<file path="config.mk">
export PLATFORM = sky130hd
export DESIGN_NAME = dmem_arbiter_flat
export DESIGN_NICKNAME = d
export VERILOG_FILES = /design/src/rtl/dmem_arbiter_if.sv /design/src/rtl/dmem_arbiter.sv /design/src/flat_wrapper.sv
export SDC_FILE = /design/constraint.sdc
export NUM_CORES = 1
export LEC_CHECK = 0
export BUFFER_PORTS_ARGS = -buffer_cell sky130_fd_sc_hd__buf_2
export CORE_AREA = 2 2 106 108
export CTS_CLUSTER_SIZE = 12
export DETAILED_ROUTE_END_ITERATION = 7
export DIE_AREA = 0 0 108 110
export GPL_TIMING_DRIVEN = 0
export HOLD_SLACK_MARGIN = 0.12
export PLACE_DENSITY = 0.44
export RECOVER_POWER = 50
export SYNTH_ARGS = -nofsm -noshare
export SYNTH_HDL_FRONTEND = slang
export SYNTH_SLANG_ARGS = --single-unit
</file>
<file path="constraint.sdc">
create_clock -name clk -period 1.7 [get_ports clk]
set_input_delay 0.34 -clock clk [delete_from_list [all_inputs] [get_ports clk]]
set_output_delay 0.34 -clock clk [all_outputs]
set_load 0.02 [all_outputs]
</file>
<file path="src/rtl/dmem_arbiter_if.sv">
// Request/response bundle for one data-memory client (CPU load/store or debug/loader).
// The client drives the master side; the arbiter sits on the slave side.
interface dmem_arbiter_if #(
  parameter int DATA_W = 32
);
  logic              req;
  logic              we;
  logic [31:0]       addr;
  logic [DATA_W-1:0] wdata;
  logic              gnt;
  logic              rvalid;
  logic [DATA_W-1:0] rdata;

  modport master (
    output req, we, addr, wdata,
    input  gnt, rvalid, rdata
  );

  modport slave (
    input  req, we, addr, wdata,
    output gnt, rvalid, rdata
  );
endinterface

</file>
<file path="src/rtl/dmem_arbiter.sv">
// Round-robin arbiter sharing a single-port synchronous data memory between the CPU
// load/store port and a debug/loader port; one access per cycle, 1-cycle read latency.
module dmem_arbiter #(
  parameter int DATA_W = 32,
  parameter int ROW_D  = 32
) (
  input  logic                     clk,
  input  logic                     reset,
  dmem_arbiter_if.slave            cpu,
  output logic                     cpu_stall,
  dmem_arbiter_if.slave            dbg,
  output logic                     mem_en,
  output logic                     mem_we,
  output logic [$clog2(ROW_D)-1:0] mem_addr,
  output logic [DATA_W-1:0]        mem_wdata,
  input  logic [DATA_W-1:0]        mem_rdata
);
  localparam int IDX_W = $clog2(ROW_D);

  typedef enum logic {
    PORT_CPU,
    PORT_DBG
  } port_t;

  port_t last_gnt;
  logic  cpu_rvalid_q;
  logic  dbg_rvalid_q;
  logic  cpu_eff;
  logic  dbg_eff;
  logic  cpu_gnt;
  logic  dbg_gnt;
  logic  unused_addr;

  // Byte-lane and upper address bits play no part in the word index.
  assign unused_addr = ^{cpu.addr[31:IDX_W+2], cpu.addr[1:0],
                         dbg.addr[31:IDX_W+2], dbg.addr[1:0]};

  // A port is masked in its own data-return cycle, so a held load is not issued twice.
  always_comb begin
    cpu_eff   = cpu.req & ~cpu_rvalid_q & ~reset;
    dbg_eff   = dbg.req & ~dbg_rvalid_q & ~reset;
    cpu_gnt   = cpu_eff & (~dbg_eff | (last_gnt == PORT_DBG));
    dbg_gnt   = dbg_eff & ~cpu_gnt;
    mem_en    = cpu_gnt | dbg_gnt;
    mem_we    = 1'b0;
    mem_addr  = '0;
    mem_wdata = '0;
    if (cpu_gnt) begin
      mem_we    = cpu.we;
      mem_addr  = cpu.addr[IDX_W+1:2];
      mem_wdata = cpu.wdata;
    end else if (dbg_gnt) begin
      mem_we    = dbg.we;
      mem_addr  = dbg.addr[IDX_W+1:2];
      mem_wdata = dbg.wdata;
    end
    cpu_stall = cpu.req & ~(cpu_gnt & cpu.we) & ~cpu_rvalid_q & ~reset;
  end

  assign cpu.gnt    = cpu_gnt;
  assign dbg.gnt    = dbg_gnt;
  assign cpu.rvalid = cpu_rvalid_q;
  assign dbg.rvalid = dbg_rvalid_q;
  assign cpu.rdata  = cpu_rvalid_q ? mem_rdata : '0;
  assign dbg.rdata  = dbg_rvalid_q ? mem_rdata : '0;

  // Reset favours the CPU on the first tie and drops any read still in flight.
  always_ff @(posedge clk or posedge reset) begin
    if (reset) begin
      cpu_rvalid_q <= 1'b0;
      dbg_rvalid_q <= 1'b0;
      last_gnt     <= PORT_DBG;
    end else begin
      cpu_rvalid_q <= cpu_gnt & ~cpu.we;
      dbg_rvalid_q <= dbg_gnt & ~dbg.we;
      if (cpu_gnt) begin
        last_gnt <= PORT_CPU;
      end else if (dbg_gnt) begin
        last_gnt <= PORT_DBG;
      end
    end
  end
endmodule

</file>
<file path="src/flat_wrapper.sv">
// flat-port wrapper written by rule: the top's interface ports become plain ports
module dmem_arbiter_flat 
#(
  parameter int DATA_W = 32,
  parameter int ROW_D  = 32
)
  (clk, reset, cpu_stall, mem_en, mem_we, mem_addr, mem_wdata, mem_rdata, cpu_req, cpu_we, cpu_addr, cpu_wdata, cpu_gnt, cpu_rvalid, cpu_rdata, dbg_req, dbg_we, dbg_addr, dbg_wdata, dbg_gnt, dbg_rvalid, dbg_rdata);
  dmem_arbiter_if #(.DATA_W(DATA_W)) cpu_i ();
  dmem_arbiter_if #(.DATA_W(DATA_W)) dbg_i ();
  input  logic clk;
  input  logic reset;
  output logic cpu_stall;
  output logic mem_en;
  output logic mem_we;
  output logic [$clog2(ROW_D)-1:0] mem_addr;
  output logic [DATA_W-1:0] mem_wdata;
  input  logic [DATA_W-1:0] mem_rdata;
  input wire logic [$bits(cpu_i.req)-1:0] cpu_req;
  input wire logic [$bits(cpu_i.we)-1:0] cpu_we;
  input wire logic [$bits(cpu_i.addr)-1:0] cpu_addr;
  input wire logic [$bits(cpu_i.wdata)-1:0] cpu_wdata;
  output wire logic [$bits(cpu_i.gnt)-1:0] cpu_gnt;
  output wire logic [$bits(cpu_i.rvalid)-1:0] cpu_rvalid;
  output wire logic [$bits(cpu_i.rdata)-1:0] cpu_rdata;
  input wire logic [$bits(dbg_i.req)-1:0] dbg_req;
  input wire logic [$bits(dbg_i.we)-1:0] dbg_we;
  input wire logic [$bits(dbg_i.addr)-1:0] dbg_addr;
  input wire logic [$bits(dbg_i.wdata)-1:0] dbg_wdata;
  output wire logic [$bits(dbg_i.gnt)-1:0] dbg_gnt;
  output wire logic [$bits(dbg_i.rvalid)-1:0] dbg_rvalid;
  output wire logic [$bits(dbg_i.rdata)-1:0] dbg_rdata;
  assign cpu_i.req = cpu_req;
  assign cpu_i.we = cpu_we;
  assign cpu_i.addr = cpu_addr;
  assign cpu_i.wdata = cpu_wdata;
  assign cpu_gnt = cpu_i.gnt;
  assign cpu_rvalid = cpu_i.rvalid;
  assign cpu_rdata = cpu_i.rdata;
  assign dbg_i.req = dbg_req;
  assign dbg_i.we = dbg_we;
  assign dbg_i.addr = dbg_addr;
  assign dbg_i.wdata = dbg_wdata;
  assign dbg_gnt = dbg_i.gnt;
  assign dbg_rvalid = dbg_i.rvalid;
  assign dbg_rdata = dbg_i.rdata;
  dmem_arbiter #(.DATA_W(DATA_W), .ROW_D(ROW_D)) u_core (.clk(clk), .reset(reset), .cpu(cpu_i), .cpu_stall(cpu_stall), .dbg(dbg_i), .mem_en(mem_en), .mem_we(mem_we), .mem_addr(mem_addr), .mem_wdata(mem_wdata), .mem_rdata(mem_rdata));
endmodule
</file>
Word-level counts from Yosys, hierarchy flattened --
Index checks and enable logic that the tools add are counted.
Cells by class: reductions and logical operators 1, multiplexer cells 10, bitwise gates (word level) 22
Operator list (number):
- $mux W32 | 4
- $and A1 B1 Y1 | 12
- $mux W5 | 2
- $not A1 Y1 | 8
- $mux W1 | 4
- $or A1 B1 Y1 | 2
- $reduce_bool A2 Y1 | 1
Word-level totals: input port bits 166, register bits 3, output and inout port bits 108, logic and storage cells 36

Logic depth before layout (Yosys ltp) --
Gate-level depths: netlist (run 1).
depth after elaboration 11, gate-level depth with buffers 5, depth with buffers taken out 3

Worst setup path after synthesis (run 1) --
OpenSTA, ideal clock, no wires.
path kind register -> output, from register u_core.dbg_rvalid_q, in the netlist u_core.dbg.rvalid, to output port cpu_stall, data required time 1.360 ns, stages on the path, launching flop included 5, arrival time 1.574 ns, path slack -0.214 ns, path through dfrtp_1 -> nor3b_2 -> nor3_2 -> buf_6 -> a211oi_1
Between the ends: cells in the longest elaborated chain, start to end 11
Ends and longest elaborated chain:
- start: declaration | line dmem_arbiter.sv:27 | logic dbg_rvalid_q;
- start signal: assignment | line dmem_arbiter.sv:75 | dbg_rvalid_q <= dbg_gnt & ~dbg.we;
- $not A1 Y1 | line dmem_arbiter.sv:41 | dbg_eff = dbg.req & ~dbg_rvalid_q & ~reset;
- $and A1 B1 Y1 (2 in a row) | line dmem_arbiter.sv:41
- $not A1 Y1 | line dmem_arbiter.sv:42 | cpu_gnt = cpu_eff & (~dbg_eff | (last_gnt == PORT_DBG));
- $or A1 B1 Y1 | line dmem_arbiter.sv:42
- $and A1 B1 Y1 | line dmem_arbiter.sv:42
- named net cpu_gnt | line flat_wrapper.sv:22 | output wire logic [$bits(cpu_i.gnt)-1:0] cpu_gnt;
- $and A1 B1 Y1 | line dmem_arbiter.sv:57 | cpu_stall = cpu.req & ~(cpu_gnt & cpu.we) & ~cpu_rvalid_q & ~reset;
- $not A1 Y1 | line dmem_arbiter.sv:57
- $and A1 B1 Y1 (3 in a row) | line dmem_arbiter.sv:57
- end: declaration | line flat_wrapper.sv:12 | output logic cpu_stall;
The timed path passes the listed nets, and every way through them passes these cells.

Worst setup path after layout (run 1) --
from register u_core.last_gnt, to output port mem_wdata[24]
Between the ends: cells in the longest elaborated chain, start to end 6
Ends and longest elaborated chain:
- start: declaration | line dmem_arbiter.sv:25 | port_t last_gnt;
- start signal: assignment | line dmem_arbiter.sv:72 | last_gnt <= PORT_DBG;
- start signal: assignment | line dmem_arbiter.sv:77 | last_gnt <= PORT_CPU;
- start signal: assignment | line dmem_arbiter.sv:79 | last_gnt <= PORT_DBG;
- $or A1 B1 Y1 * | line dmem_arbiter.sv:42
- $and A1 B1 Y1 * | line dmem_arbiter.sv:42
- $not A1 Y1 | line dmem_arbiter.sv:43 | dbg_gnt = dbg_eff & ~cpu_gnt;
- $and A1 B1 Y1 | line dmem_arbiter.sv:43
- $mux W32 | line dmem_arbiter.sv:52 | end else if (dbg_gnt) begin
- $mux W32 * | line dmem_arbiter.sv:48 | if (cpu_gnt) begin
- end: declaration | line flat_wrapper.sv:16 | output logic [DATA_W-1:0] mem_wdata;
Every way passes the cells marked *; elsewhere a longest branch is shown, timed or not.

==> results of run 1 <==
power by group:
group          switching (mW)  internal (mW)  total [mW]
Sequential             0.0106         0.0845      0.0951
Clock                  0.0527          0.160       0.213
Combinational           0.416          0.446       0.862
Total                   0.479          0.691        1.17
cell usage in the layout (no fill, tap or decap):
master / Yosys / routed
sky130_fd_sc_hd__a211oi_2: 0 / 1
sky130_fd_sc_hd__a21oi_1: 1 / 1
sky130_fd_sc_hd__a22o_1: 38 / 27
sky130_fd_sc_hd__a22o_4: 0 / 11
sky130_fd_sc_hd__a2bb2oi_1: 1 / 1
sky130_fd_sc_hd__and2_1: 64 / 64
sky130_fd_sc_hd__and3b_2: 0 / 1
sky130_fd_sc_hd__buf_1: 0 / 1
sky130_fd_sc_hd__buf_12: 0 / 5
sky130_fd_sc_hd__buf_16: 0 / 1
sky130_fd_sc_hd__buf_2: 3 / 186
sky130_fd_sc_hd__buf_4: 0 / 8
sky130_fd_sc_hd__buf_6: 6 / 35
sky130_fd_sc_hd__buf_8: 0 / 2
sky130_fd_sc_hd__clkbuf_1: 6 / 1
sky130_fd_sc_hd__clkbuf_2: 0 / 3
sky130_fd_sc_hd__clkbuf_8: 0 / 3
sky130_fd_sc_hd__dfrtp_2: 0 / 2
sky130_fd_sc_hd__dfstp_2: 1 / 1
sky130_fd_sc_hd__diode_2: 0 / 1
sky130_fd_sc_hd__dlygate4sd3_1: 0 / 1
sky130_fd_sc_hd__inv_1: 1 / 1
sky130_fd_sc_hd__nand2b_4: 1 / 2
sky130_fd_sc_hd__nor2_1: 1 / 1
sky130_fd_sc_hd__nor3_4: 1 / 2
sky130_fd_sc_hd__nor3b_4: 0 / 1
sky130_fd_sc_hd__nor4_1: 2 / 2
metrics by stage:
step	hold WS (ns)	util, %	std cells	total power, mW
floorplan	0.293	-	133	0.501
global placement	0.327	22.5	491	0.797
detailed placement	0.324	22.5	491	0.803
CTS	0.337	26.0	503	1.16
global route	0.341	26.5	504	1.25
finish	0.324	26.5	505	1.17
kinds of logic after synthesis:
| kind of cell | Yosys count | share of synthesized area [%] |
|---|---|---|
| buffers and inverters | 16 | 10.6 |
| AO/OA/AOI/OAI | 41 | 34.5 |
| AND/OR/NAND/NOR | 73 | 47.4 |
| flip-flops | 3 | 7.44 |
worst paths after layout:
kind	start	endpoint	slack, ns
hold / removal	dbg_we	u_core.dbg.rvalid	0.32
setup reg to reg	u_core.dbg.rvalid	u_core.dbg.rvalid	0.64
min in group asynchronous	reset	u_core.dbg.rvalid	0.67
max in group asynchronous	reset	u_core.last_gnt	0.81
hold reg to reg	u_core.last_gnt	u_core.last_gnt	0.53
setup / recovery	u_core.last_gnt	mem_wdata[24]	-0.32
per-layer routing:
layer	global-route usage [%]	vias up	share of wire [%]
met3	2.76	4	7.3
met4	2.11	0	1.0
met1	12.5	903	40
li1	-	941	-
met5	0	-	0
met2	17.7	93	52
registers in the layout (all words and copies together) (netlist names):
| signal | count |
|---|---|
| u_core.cpu.rvalid | 1 |
| u_core.dbg.rvalid | 1 |
| u_core.last_gnt | 1 |
what timing repair did:
item / 4_1_cts / 5_1_grt
buffers inserted: 7 / 2
endpoints found under the setup margin: 102 / 62
endpoints found under the hold margin: 2 / 0
gates cloned: 2 / 0
hold buffers: 1 / 0
pin swaps: 10 / 7
gates resized for setup: 72 / 17
area by class of cell:
cell class | count | share of cell area [%]
Timing Repair Buffer | 228 | 50.5
Buffer | 14 | 4.89
Clock buffer | 4 | 1.59
Multi-Input combinational cell | 114 | 33.9
Antenna cell | 1 | 0.0882
Inverter | 1 | 0.132
Sequential cell | 3 | 2.78
Tap cell | 140 | 6.17
==> results_tabular.tex, run 1 <==
\begin{tabular}{lr}
\hline
Metric & Value \\
\hline
\multicolumn{2}{l}{\textbf{Status}} \\
\quad Run status & finished with violations \\
\quad Violations in the final reports & negative setup slack \\
\multicolumn{2}{l}{\textbf{Clocking}} \\
\quad Clock tree from TritonCTS & built \\
\quad Sinks on Clock Net & 3 \\
\quad Clock buffer count from CTS & 3 \\
\quad CTS root buffer & sky130\_fd\_sc\_hd\_\_clkbuf\_8 \\
\quad Clock latency on the worst-skew pair & 0.22 ns \\
\quad Number of H-tree levels & 1 \\
\quad Maximum number of buffers from clock root to sink & 2 \\
\quad Worst-path clk slew & 0.03 ns \\
\multicolumn{2}{l}{\textbf{Power and ir drop}} \\
\quad IR Drop Worst-Case VDD & 0.000169 V \\
\quad Power density over cell area & 412 mW/mm² \\
\quad Standby leakage power & 1.67 nW \\
\multicolumn{2}{l}{\textbf{Worst setup path}} \\
\quad Critical path, cell by cell & and3b\_2, nor3\_4, buf\_6, buf\_6, a22o\_1, buf\_6 \\
\quad Arrival time reported for the critical path endpoint & 1.68 ns \\
\quad Required time of the critical path & 1.36 ns \\
\quad CP Capture Type & output port \\
\quad Worst Reg2Reg Path Length in Cells & 3 \\
\quad Critical Path Stages & 6 \\
\quad Worst Path Buf+Inv & 3 \\
\quad Peak fanout along the critical path & 5 \\
\quad CP Launch Type & flip-flop \\
\quad Kind of cell adding the most delay to the critical path & flip-flops \\
\quad Critical path's most frequent cell & sky130\_fd\_sc\_hd\_\_buf\_6 \\
\quad Slowest stage cell, crit path & sky130\_fd\_sc\_hd\_\_dfstp\_2 \\
\quad Class of the most critical setup path & reg -> out \\
\quad Max stage delay on crit path & 0.56 ns \\
\multicolumn{2}{l}{\textbf{Worst hold path}} \\
\quad Hold depth & 2 \\
\quad Min-delay worst type & in -> reg \\
\multicolumn{2}{l}{\textbf{Routing}} \\
\quad Antenna Violating Nets Remaining & 0 \\
\quad Drt initial violations & 55 \\
\quad Remaining design rule violation count & 0 \\
\quad Final routed wirelength across all metal layers & 7.01 mm \\
\quad Average via count per standard cell & 3.84 \\
\quad DR vias & 1941 \\
\quad Pre-antenna DRT Iters & 4 \\
\quad Routed len/inst & 13.9 µm \\
\multicolumn{2}{l}{\textbf{GRT}} \\
\quad Largest net degree at the start of global routing & 12 \\
\quad First-pass GRT wire length & 9.37 mm \\
\quad Total overflow reported by the global router & 0 \\
\quad Initial antenna violation count & 1 \\
\quad Total track usage & 10.1\% \\
\quad Number of global-route vias before repair & 1800 \\
\multicolumn{2}{l}{\textbf{Floorplan}} \\
\quad Floorplan row count & 38 \\
\quad Die W & 108 µm \\
\quad Top-level I/O count & 274 \\
\quad Starting density of the core & 9.59\% \\
\quad Overall die area & 0.0119 mm² \\
\quad Core box area & 0.0107 mm² \\
\quad Die Y-Extent & 110 µm \\
\multicolumn{2}{l}{\textbf{Yosys}} \\
\quad Yosys reg bits & 3 \\
\quad Most repeated cell in the gate-level netlist after synthesis & sky130\_fd\_sc\_hd\_\_and2\_1 \\
\quad Fraction of registers with async set or reset after synthesis & 100\% \\
\quad Number of warning messages in the yosys log & 0 \\
\quad Post-synth top area cell & sky130\_fd\_sc\_hd\_\_and2\_1 \\
\quad Netlist Area Pre-Place & 0.00103 mm² \\
\quad Distinct cell type count after synthesis & 19 \\
\quad Seq/Total Area, Yosys & 7.44\% \\
\quad Most used DFF post-synth & sky130\_fd\_sc\_hd\_\_dfrtp\_1 \\
\quad Most common library cells after synthesis & 64 x sky130\_fd\_sc\_hd\_\_and2\_1, 38 x sky130\_fd\_sc\_hd\_\_a22o\_1, 6 x sky130\_fd\_sc\_hd\_\_buf\_6, 6 x sky130\_fd\_sc\_hd\_\_clkbuf\_1, 3 x sky130\_fd\_sc\_hd\_\_buf\_2 \\
\quad Avg Inst Size Synth & 7.71 µm² \\
\quad Count of flip-flops with a built-in enable after synthesis & 0 \\
\quad Total nets after synthesis & 299 \\
\quad Synthesized instance count & 133 \\
\quad Top post-synthesis cells by area & sky130\_fd\_sc\_hd\_\_and2\_1 39\%, sky130\_fd\_sc\_hd\_\_a22o\_1 32\%, sky130\_fd\_sc\_hd\_\_buf\_6 6.6\% \\
\quad Area share of the largest cell type after synthesis & 39.0\% \\
\multicolumn{2}{l}{\textbf{Layout}} \\
\quad Area of the multi-input gates & 961 µm² \\
\quad Fill cells & 1199 \\
\quad Net count reported at finish & 531 \\
\quad Fraction of final layout cells with drive strength greater than 1 & 72.5\% \\
\quad Final std cell area, no fill & 0.00284 mm² \\
\quad Sequential cell area & 78.8 µm² \\
\quad Area growth from synthesis to final layout & 177\% \\
\multicolumn{2}{l}{\textbf{Timing}} \\
\quad Crit path setup slack, layout & -0.320 ns \\
\quad Relative slew slack & 79.3\% \\
\quad Worst slew pin tran & 0.311 ns \\
\quad Max-slew violations & 0 \\
\quad Setup Skew & 0.000493 ns \\
\quad Hold Violations, Final & 0 \\
\quad Count of final setup violators & 41 \\
\quad Final critical path time including I/O delays and setup & 2.02 ns \\
\quad Final TNS setup & -11.25 ns \\
\quad Setup repair after global routing missed its margin & true \\
\quad Maximum clock rate & 0.495 GHz \\
\quad Final clock period utilization by the worst path & 119\% \\
\multicolumn{2}{l}{\textbf{Placed design}} \\
\quad DP HPWL & 5.89 mm \\
\quad Final weighted congestion in routability-driven placement & 0.735 \\
\quad Cell area after placement & 0.00240 mm² \\
\quad Worst setup slack before clock tree synthesis & -0.309 ns \\
\quad Input/output buffers & 218 \\
\multicolumn{2}{l}{\textbf{Run}} \\
\quad Number of max-cap violations & 0 \\
\hline
\end{tabular}
(Power assumes the default switching activity.)
==> inputs of run 2 (changes only) <==
Settings changed: PLACE_DENSITY 0.44 to 0.43.
==> run 2 against run 1 <==
Compared with the run above:
- the run still ends with negative setup slack left
- sequential power shrank 0.8%
- clock skew is essentially flat
- cell area grew 1.3%
- largest power group unchanged
- largest cell class unchanged
==> results_tabular.tex, run 2 (synthesis results as in run 1) <==
\begin{tabular}{lr}
\hline
Metric & Value \\
\hline
\multicolumn{2}{l}{\textbf{Worst setup path}} \\
\quad Max stage delay on crit path & 0.55 ns (about the same) \\
\quad Peak fanout along the critical path & 10 (+5) \\
\quad Critical path's most frequent cell & sky130\_fd\_sc\_hd\_\_buf\_6 \\
\quad Slowest stage cell, crit path & sky130\_fd\_sc\_hd\_\_dfstp\_2 \\
\quad CP Capture Type & output port \\
\quad Critical path, cell by cell & and3b\_2, nor3\_4, buf\_6, buf\_8, a22o\_1, buf\_6 \\
\quad Arrival time reported for the critical path endpoint & 1.66 ns (-0.02 ns) \\
\quad CP Launch Type & flip-flop \\
\quad Class of the most critical setup path & reg -> out \\
\quad Required time of the critical path & 1.36 ns (about the same) \\
\multicolumn{2}{l}{\textbf{Routing}} \\
\quad Remaining design rule violation count & 0 (unchanged) \\
\quad Drt initial violations & 56 (+1.8\%) \\
\quad Pre-antenna DRT Iters & 4 (unchanged) \\
\quad Routed len/inst & 12.9 µm (-7.0\%) \\
\quad Final routed wirelength across all metal layers & 6.57 mm (-6.3\%) \\
\quad DR vias & 1901 (-2.1\%) \\
\quad Average via count per standard cell & 3.73 (-2.8\%) \\
\quad Antenna Violating Nets Remaining & 0 (unchanged) \\
\multicolumn{2}{l}{\textbf{GRT}} \\
\quad Initial antenna violation count & 0 (-1) \\
\quad First-pass GRT wire length & 8.83 mm (-5.7\%) \\
\quad Number of global-route vias before repair & 1741 (-3.3\%) \\
\quad Total track usage & 9.35\% (-0.78 points) \\
\quad Largest net degree at the start of global routing & 12 (unchanged) \\
\quad Total overflow reported by the global router & 0 (unchanged) \\
\multicolumn{2}{l}{\textbf{Timing}} \\
\quad Hold Slack & 0.311 ns (-0.0129 ns) \\
\quad Hold Violations, Final & 0 (unchanged) \\
\quad Final TNS setup & -10.80 ns (+0.454 ns) \\
\quad Worst slew pin tran & 0.314 ns (+0.00346 ns) \\
\quad Count of final setup violators & 70 (+71\%) \\
\quad Relative slew slack & 78.8\% (-0.42 points) \\
\quad Setup repair after global routing missed its margin & true \\
\quad Final critical path time including I/O delays and setup & 2.00 ns (-0.0199 ns) \\
\quad Crit path setup slack, layout & -0.300 ns (+0.0199 ns) \\
\quad Maximum clock rate & 0.500 GHz (+0.99\%) \\
\quad Setup Skew & 0.000336 ns (-0.000157 ns) \\
\quad Max-slew violations & 0 (unchanged) \\
\quad Final clock period utilization by the worst path & 118\% (-1.2 points) \\
\multicolumn{2}{l}{\textbf{Clocking}} \\
\quad CTS root buffer & sky130\_fd\_sc\_hd\_\_clkbuf\_8 \\
\quad Number of H-tree levels & 1 (unchanged) \\
\quad Worst-path clk slew & 0.03 ns (about the same) \\
\quad Clock tree from TritonCTS & built \\
\quad Clock buffer count from CTS & 3 (unchanged) \\
\quad Sinks on Clock Net & 3 (unchanged) \\
\quad Clock latency on the worst-skew pair & 0.21 ns (about the same) \\
\quad Maximum number of buffers from clock root to sink & 2 (unchanged) \\
\multicolumn{2}{l}{\textbf{Layout}} \\
\quad Most common library cell in the layout ignoring fill and taps & sky130\_fd\_sc\_hd\_\_buf\_2 \\
\quad Most frequent cells in the layout & 165 x sky130\_fd\_sc\_hd\_\_buf\_2, 64 x sky130\_fd\_sc\_hd\_\_and2\_1, 44 x sky130\_fd\_sc\_hd\_\_buf\_6, 27 x sky130\_fd\_sc\_hd\_\_a22o\_1, 14 x sky130\_fd\_sc\_hd\_\_clkbuf\_1 \\
\quad Net count reported at finish & 536 (+0.94\%) \\
\quad Ant. Diodes & 0 (-1) \\
\quad Area growth from synthesis to final layout & 180\% \\
\quad Fraction of final layout cells with drive strength greater than 1 & 69.6\% (-2.9 points) \\
\multicolumn{2}{l}{\textbf{Placed design}} \\
\quad Final weighted congestion in routability-driven placement & 0.700 (-4.8\%) \\
\quad Input/output buffers & 218 (unchanged) \\
\quad DP HPWL & 5.42 mm (-8.1\%) \\
\multicolumn{2}{l}{\textbf{Floorplan}} \\
\quad Die W & 108 µm (unchanged) \\
\quad Top-level I/O count & 274 (unchanged) \\
\quad Floorplan row count & 38 (unchanged) \\
\quad Core box area & 0.0107 mm² (unchanged) \\
\quad Die Y-Extent & 110 µm (unchanged) \\
\quad Starting density of the core & 9.59\% (unchanged) \\
\quad Overall die area & 0.0119 mm² (unchanged) \\
\multicolumn{2}{l}{\textbf{Worst hold path}} \\
\quad Min-delay worst type & in -> reg \\
\multicolumn{2}{l}{\textbf{Power and ir drop}} \\
\quad IR Drop Worst-Case VDD & 0.000144 V (-15\%) \\
\quad Post-route total power & 1.18 mW (+0.78\%) \\
\quad Power density over cell area & 410 mW/mm² (-0.49\%) \\
\quad Standby leakage power & 1.65 nW (-1.5\%) \\
\multicolumn{2}{l}{\textbf{Status}} \\
\quad Violations in the final reports & negative setup slack \\
\quad Run status & finished with violations \\
\multicolumn{2}{l}{\textbf{Run}} \\
\quad Number of max-cap violations & 0 (unchanged) \\
\hline
\end{tabular}
==> run 2: cell types whose count changed in the layout (fill, tap and decap cells not counted) <==
cell / previous run / this run
sky130_fd_sc_hd__buf_4: 8 / 9
sky130_fd_sc_hd__clkbuf_2: 3 / 9
sky130_fd_sc_hd__buf_12: 5 / 1
sky130_fd_sc_hd__clkbuf_1: 1 / 14
sky130_fd_sc_hd__buf_2: 186 / 165
sky130_fd_sc_hd__diode_2: 1 / 0
sky130_fd_sc_hd__buf_1: 1 / 0
sky130_fd_sc_hd__clkbuf_16: 0 / 1
sky130_fd_sc_hd__buf_6: 35 / 44
sky130_fd_sc_hd__buf_8: 2 / 3
==> run 2: repair_timing <==
item                                    4_1_cts  5_1_grt
gates cloned                                  2        1
hold buffers                                  1        0
hold endpoints to repair                      2        0
pin swaps                                    18       14
endpoints found under the setup margin       98       56
resized for setup                            87       15
setup buffers                                10        2
==> run 2: worst max-delay path, delay by kind of cell, from the launching register on <==
family                 cells  cell delay [ns]
and+or+nand+nor            2             0.28
AOI/OAI and AO/OA          1             0.20
DFF                        1             0.55
buffers and inverters      3             0.41
==> run 2: area by class of cell <==
cell class / instances / area, µm²
inverters: 1 / 3.75
repair buffers: 233 / 1480
clock buffers: 4 / 45.0
fillers: 1200 / 7820
plain buffers: 14 / 133
well taps: 140 / 175
flip-flops and latches: 3 / 78.8
multi-input cells: 114 / 961
==> run 2: routing by layer <==
metal	vias to the layer above	part of all wire [%]	track usage, %
met5	-	0	0
met4	0	0.52	1.92
met3	2	7.7	2.12
met2	87	52	16.2
met1	865	40	11.9
li1	947	-	-
==> run 2: report_power, final <==
part	switching [mW]	internal (mW)	total [mW]
Sequential	0.00983	0.0845	0.0943
Combinational	0.420	0.461	0.881
Clock	0.0447	0.160	0.204
==> run 2: path summary, 6_finish.rpt <==
kind                                  from           endpoint  slack [ns]  cells past startpoint
setup / recovery           u_core.last_gnt      mem_wdata[17]       -0.30                      6
hold / removal                      dbg_we  u_core.dbg.rvalid        0.31                      2
setup reg to reg           u_core.last_gnt  u_core.dbg.rvalid        0.63                      3
hold reg to reg            u_core.last_gnt    u_core.last_gnt        0.53                      1
max in group asynchronous            reset    u_core.last_gnt        0.80                      3
min in group asynchronous            reset  u_core.cpu.rvalid        0.68                      3
==> run 2: metrics by stage <==
stage	setup WS (ns)	util [%]	cells	instance area, µm²
final	-0.300	26.9	509	2870
after global routing	-0.361	26.9	509	2870
after CTS	-0.311	26.3	506	2820
after detailed placement	-0.275	22.5	491	2400
after global placement	-0.279	22.5	491	2400
after floorplan	-0.0839	-	133	1140
